===== src/rtl/clk_mode_pkg.sv =====
// clk_mode_pkg: shared types and helpers for the clock-mode sequencer.
//   cms_state_e : sequencer FSM states
//   dly_width() : width of the shared delay counter, sized from the largest
//                 interval it has to time (load values are interval-1)
package clk_mode_pkg;

    typedef enum logic [2:0] {
        S_IDLE,
        S_WAIT_IDLE,
        S_GATE,
        S_SWITCH,
        S_SETTLE,
        S_DONE
    } cms_state_e;

    function automatic int dly_width(input int g, input int s, input int t);
        int m;
        m = g;
        if (s > m) m = s;
        if (t > m) m = t;
        return (m < 2) ? 1 : $clog2(m);
    endfunction

    // Counter width for the default interval set (2, 4, 16).
    localparam int DLY_W_DEF = dly_width(2, 4, 16);

endpackage


===== src/rtl/cms_delay_cnt.sv =====
// cms_delay_cnt: loadable down-counter with a zero flag.
//   clk, rst_n : clock, async active-low reset
//   load       : load load_val (wins over dec)
//   dec        : decrement, saturating at zero
//   zero       : counter currently at zero
module cms_delay_cnt
    import clk_mode_pkg::*;
#(
    parameter int W = DLY_W_DEF
) (
    input  logic         clk,
    input  logic         rst_n,
    input  logic         load,
    input  logic         dec,
    input  logic [W-1:0] load_val,
    output logic         zero
);

    logic [W-1:0] cnt;

    always_ff @(posedge clk or negedge rst_n) begin
        if (!rst_n)
            cnt <= '0;
        else if (load)
            cnt <= load_val;
        else if (dec && cnt != '0)
            cnt <= cnt - W'(1);
    end

    assign zero = (cnt == '0);

endmodule


===== src/rtl/clk_mode_seq.sv =====
// clk_mode_seq: sequences a safe change of the latch/flop mode select.
// Waits for the datapath to go idle, gates its clock, flips SEL while the
// clock is stopped, lets it settle, re-enables the clock and acknowledges.
//   CLK, RST_N  : clock, async active-low reset
//   REQ         : level request, held until ACK
//   MODE_REQ    : requested SEL, sampled when REQ is accepted
//   DP_IDLE     : datapath quiescent
//   SEL         : mode select to clock switch / D_FF_LATCH
//   CLK_EN      : datapath clock enable (1 = running)
//   BUSY        : sequence in progress
//   ACK / ERR   : one-cycle completion pulse / abort flag with it
//   SWITCH_CNT  : completed SEL changes, wraps
module clk_mode_seq
    import clk_mode_pkg::*;
#(
    parameter int GATE_CYC     = 2,
    parameter int SETTLE_CYC   = 4,
    parameter int IDLE_TIMEOUT = 16,
    parameter bit SEL_RST      = 1'b1,
    parameter int CNT_W        = 8
) (
    input  logic             CLK,
    input  logic             RST_N,
    input  logic             REQ,
    input  logic             MODE_REQ,
    input  logic             DP_IDLE,
    output logic             SEL,
    output logic             CLK_EN,
    output logic             BUSY,
    output logic             ACK,
    output logic             ERR,
    output logic [CNT_W-1:0] SWITCH_CNT
);

    localparam int DLY_W = dly_width(GATE_CYC, SETTLE_CYC, IDLE_TIMEOUT);

    cms_state_e       state;
    logic             target;
    logic             abort;
    logic             dly_load;
    logic             dly_dec;
    logic [DLY_W-1:0] dly_val;
    logic             dly_zero;

    // One counter times every interval; each state loads it on entry with
    // interval-1 so that "zero" marks the last cycle of the interval.
    always_comb begin
        dly_load = 1'b0;
        dly_dec  = 1'b0;
        dly_val  = '0;
        case (state)
            S_IDLE: begin
                dly_load = REQ && (MODE_REQ != SEL);
                dly_val  = DLY_W'(IDLE_TIMEOUT - 1);
            end
            S_WAIT_IDLE: begin
                dly_load = DP_IDLE;
                dly_dec  = !DP_IDLE;
                dly_val  = DLY_W'(GATE_CYC - 1);
            end
            S_SWITCH: begin
                dly_load = 1'b1;
                dly_val  = DLY_W'(SETTLE_CYC - 1);
            end
            S_GATE, S_SETTLE: dly_dec = 1'b1;
            default: ;
        endcase
    end

    cms_delay_cnt #(.W(DLY_W)) u_dly (
        .clk      (CLK),
        .rst_n    (RST_N),
        .load     (dly_load),
        .dec      (dly_dec),
        .load_val (dly_val),
        .zero     (dly_zero)
    );

    always_ff @(posedge CLK or negedge RST_N) begin
        if (!RST_N) begin
            state      <= S_IDLE;
            target     <= SEL_RST;
            abort      <= 1'b0;
            SEL        <= SEL_RST;
            CLK_EN     <= 1'b1;
            BUSY       <= 1'b0;
            ACK        <= 1'b0;
            ERR        <= 1'b0;
            SWITCH_CNT <= '0;
        end else begin
            case (state)
                S_IDLE: begin
                    ACK  <= 1'b0;
                    ERR  <= 1'b0;
                    BUSY <= REQ;
                    if (REQ) begin
                        abort  <= 1'b0;
                        target <= MODE_REQ;
                        // Already in the requested mode: just acknowledge.
                        state  <= (MODE_REQ == SEL) ? S_DONE : S_WAIT_IDLE;
                    end
                end
                S_WAIT_IDLE: begin
                    if (DP_IDLE) begin
                        CLK_EN <= 1'b0;
                        state  <= S_GATE;
                    end else if (dly_zero) begin
                        abort <= 1'b1;
                        state <= S_DONE;
                    end
                end
                S_GATE: begin
                    // SEL is registered on the way into SWITCH so it moves
                    // exactly GATE_CYC cycles after CLK_EN fell; SWITCH is
                    // then the first cycle with the new mode, clock stopped.
                    if (dly_zero) begin
                        SEL        <= target;
                        SWITCH_CNT <= SWITCH_CNT + CNT_W'(1);
                        state      <= S_SWITCH;
                    end
                end
                S_SWITCH: state <= S_SETTLE;
                S_SETTLE: begin
                    if (dly_zero) begin
                        CLK_EN <= 1'b1;
                        state  <= S_DONE;
                    end
                end
                S_DONE: begin
                    // BUSY stays high through the ACK cycle, drops in IDLE.
                    ACK   <= 1'b1;
                    ERR   <= abort;
                    state <= S_IDLE;
                end
                default: state <= S_IDLE;
            endcase
        end
    end

endmodule


===== config.mk =====
export PLATFORM = sky130hd
export DESIGN_NAME = clk_mode_seq
export DESIGN_NICKNAME = d
export VERILOG_FILES = /design/src/rtl/clk_mode_pkg.sv /design/src/rtl/cms_delay_cnt.sv /design/src/rtl/clk_mode_seq.sv
export SDC_FILE = /design/constraint.sdc
export NUM_CORES = 1
export LEC_CHECK = 0
export CAP_MARGIN = 10
export CORE_ASPECT_RATIO = 1.25
export CORE_MARGIN = 2
export CORE_UTILIZATION = 50
export DETAILED_ROUTE_END_ITERATION = 8
export GPL_TIMING_DRIVEN = 0
export PLACE_DENSITY = 0.86
export SYNTH_ARGS = -nofsm -noshare
export SYNTH_HDL_FRONTEND = slang
export SYNTH_SLANG_ARGS = --single-unit

===== constraint.sdc =====
create_clock -name CLK -period 2.6 [get_ports CLK]
set_input_delay 0.52 -clock CLK [delete_from_list [all_inputs] [get_ports CLK]]
set_output_delay 0.52 -clock CLK [all_outputs]
set_load 0.01 [all_outputs]

==> out/results.ini <==
[setup_path]
end_kind=flop
crit_fanout=9
cp-start-kind=flop
cp.arrival_ns=2.31
worstSetupPathType=flop to flop
crit_required_ns=2.81

[floorplan]
start_util_pct=53.4
rows=19
coreArea_um2=2210
die_height_um=58.3
pin_count=18
die_area_um2=2770
die-width_um=47.5

[status]
status=completed

[power]
p_leak_nw=0.588
power.density_nw_per_um2=1010
ir_drop_uv=603
total_power_w=0.00144

[synthesis]
syn_area_um2=1180
ys_async_sr_fraction_pct=100
synth-main-ff-cell=dfrtp_1
yosysSeqAreaShare_pct=47.0
netlist-cell-type-count=39
syn_inst=118
synth_edf_count=0
yosys_warnings=0
avgSynthCellArea_um2=10.0
synth_seq_cells=22
synth_nets=125

[sta]
worst_pin_slew_ns=0.963
final-setup-viol-count=0
fin_worst_skew_ns=0.00235
whs_ns=0.482
max_slew_margin_pct=35.6
fmax_mhz=477
finalCritPeriodShare_pct=80.7
finalSetupTns_ns=0
hold_viol=0
rsz0062_at_grt=no
fin_crit_ns=2.10
drv_slew=0

[routing]
dr.pass1.iters=4
vias=959
vias_per_cell=5.64
drc_errors=0
routed_wl_um=2430
wl_per_cell_um=14.3
ant_nets=0
drt_iter0_drc=27

[global_routing]
grt_first_pass_wirelength_um=4290
track_usage_pct=21.1
grt_max_degree=23
grt_pass1_vias=998
antenna_found_initial=0
grt-ovfl-total=0

[layout]
final_cell_mix=19 x dfrtp_1, 17 x clkdlybuf4s50_1, 10 x nor2_1, 9 x inv_1
fin_cells=170
final_common_cell=dfrtp_1
fillers=189
final_util_pct=64.5
seqCellArea_um2=554
drive_gt1_share_pct=12.9
num_antenna_cells=0
multi_input_area_um2=564
nNetsFinal=147
syn2layout_area_growth_pct=20.8

[clocking]
cts_buffers=3
root_buffer=clkbuf_4
clk_pin_slew_ns=0.12
clk_latency_ns=0.31
postCtsSetupBuffers=0
cts_sinks=22
cts_resized=0
cts_hold_buf=0
clk_path_buf_depth=2
h-tree-depth=1
cts_tree=done

[placed_design]
place_inst=166
gp_congestion=0.918
port_buffers=17
post-dp-hpwl_um=1810

[min_path]
hp-class=flop to flop

[job]
drv_cap=0

final cells by class:
| cell class | count | area share (%) |
|---|---|---|
| multi-input cells | 82 | 39.6 |
| inverters | 9 | 2.37 |
| clock buffers | 4 | 2.55 |
| well taps | 31 | 2.72 |
| flip-flops and latches | 22 | 38.9 |
| repair buffers | 17 | 11.9 |
| plain buffers | 5 | 1.93 |
worst max-delay path, stage by stage (launching register included):
cell and delay [ns]:
dfrtp_1 0.40, inv_1 0.12, ha_1 0.21, or3b_1 0.37
buf_6 0.15, nor3_4 0.37, mux2_2 0.38
final timing paths:
| check | start | cells after the start | end | slack, ns |
|---|---|---|---|---|
| worst max-delay path | u_dly.cnt[0] | 6 | SWITCH_CNT[1] | 0.50 |
| worst min-delay path | SWITCH_CNT[7] | 1 | SWITCH_CNT[7] | 0.48 |
| worst max register to register | u_dly.cnt[0] | 6 | SWITCH_CNT[1] | 0.50 |
| worst min register to register | SWITCH_CNT[7] | 1 | SWITCH_CNT[7] | 0.48 |
| max in group asynchronous | RST_N | 1 | u_dly.cnt[1] | 1.29 |
| min in group asynchronous | RST_N | 1 | ERR | 0.73 |
synthesized netlist by cell type (3+ instances only):
cell,instances,area share [%]
dfrtp_1,19,40
nor2_1,10,3.2
inv_1,9,2.9
a21oi_1,7,3.0
nand4_1,7,3.7
xnor2_1,7,5.2
nand2_1,5,1.6
o21ai_0,5,2.1
dfstp_2,3,6.7
mux2_2,3,2.9
layer usage:
metal | vias up | routed length (um) | track usage, %
met5 | - | 0 | 0
met4 | 0 | 17 | 8.73
met3 | 2 | 109 | 4.60
met2 | 27 | 1250 | 34.2
met1 | 463 | 1050 | 26.6
li1 | 467 | - | -
sequential cells by signal, summed over array words and instances, names as in the netlist:
register and cells:
SWITCH_CNT 8, u_dly.cnt 4, state 3, ACK 1, BUSY 1, CLK_EN 1, ERR 1, SEL 1
abort 1, target 1
kinds of logic after synthesis:
group	Yosys count	share of synthesized area, %
and+or+nand+nor	39	19.8
DFF	22	47.0
adders and majority gates	2	2.12
buffers and inverters	14	5.20
muxes	3	2.86
AOI/OAI and AO/OA	29	16.3
xor gates and xnor gates	9	6.68
metrics by stage:
stage               area [um2]  setup WS [ns]
floorplan                 1180          0.682
global placement          1390          0.343
detailed placement        1390          0.326
CTS                       1430          0.489
global route              1430          0.390
finish                    1430          0.502
power breakdown:
part / internal, W / switching, W
Clock: 0.0000855 / 0.000104
Combinational: 0.000315 / 0.000381
Sequential: 0.000462 / 0.0000903
Power figures use the tool's default switching activity.
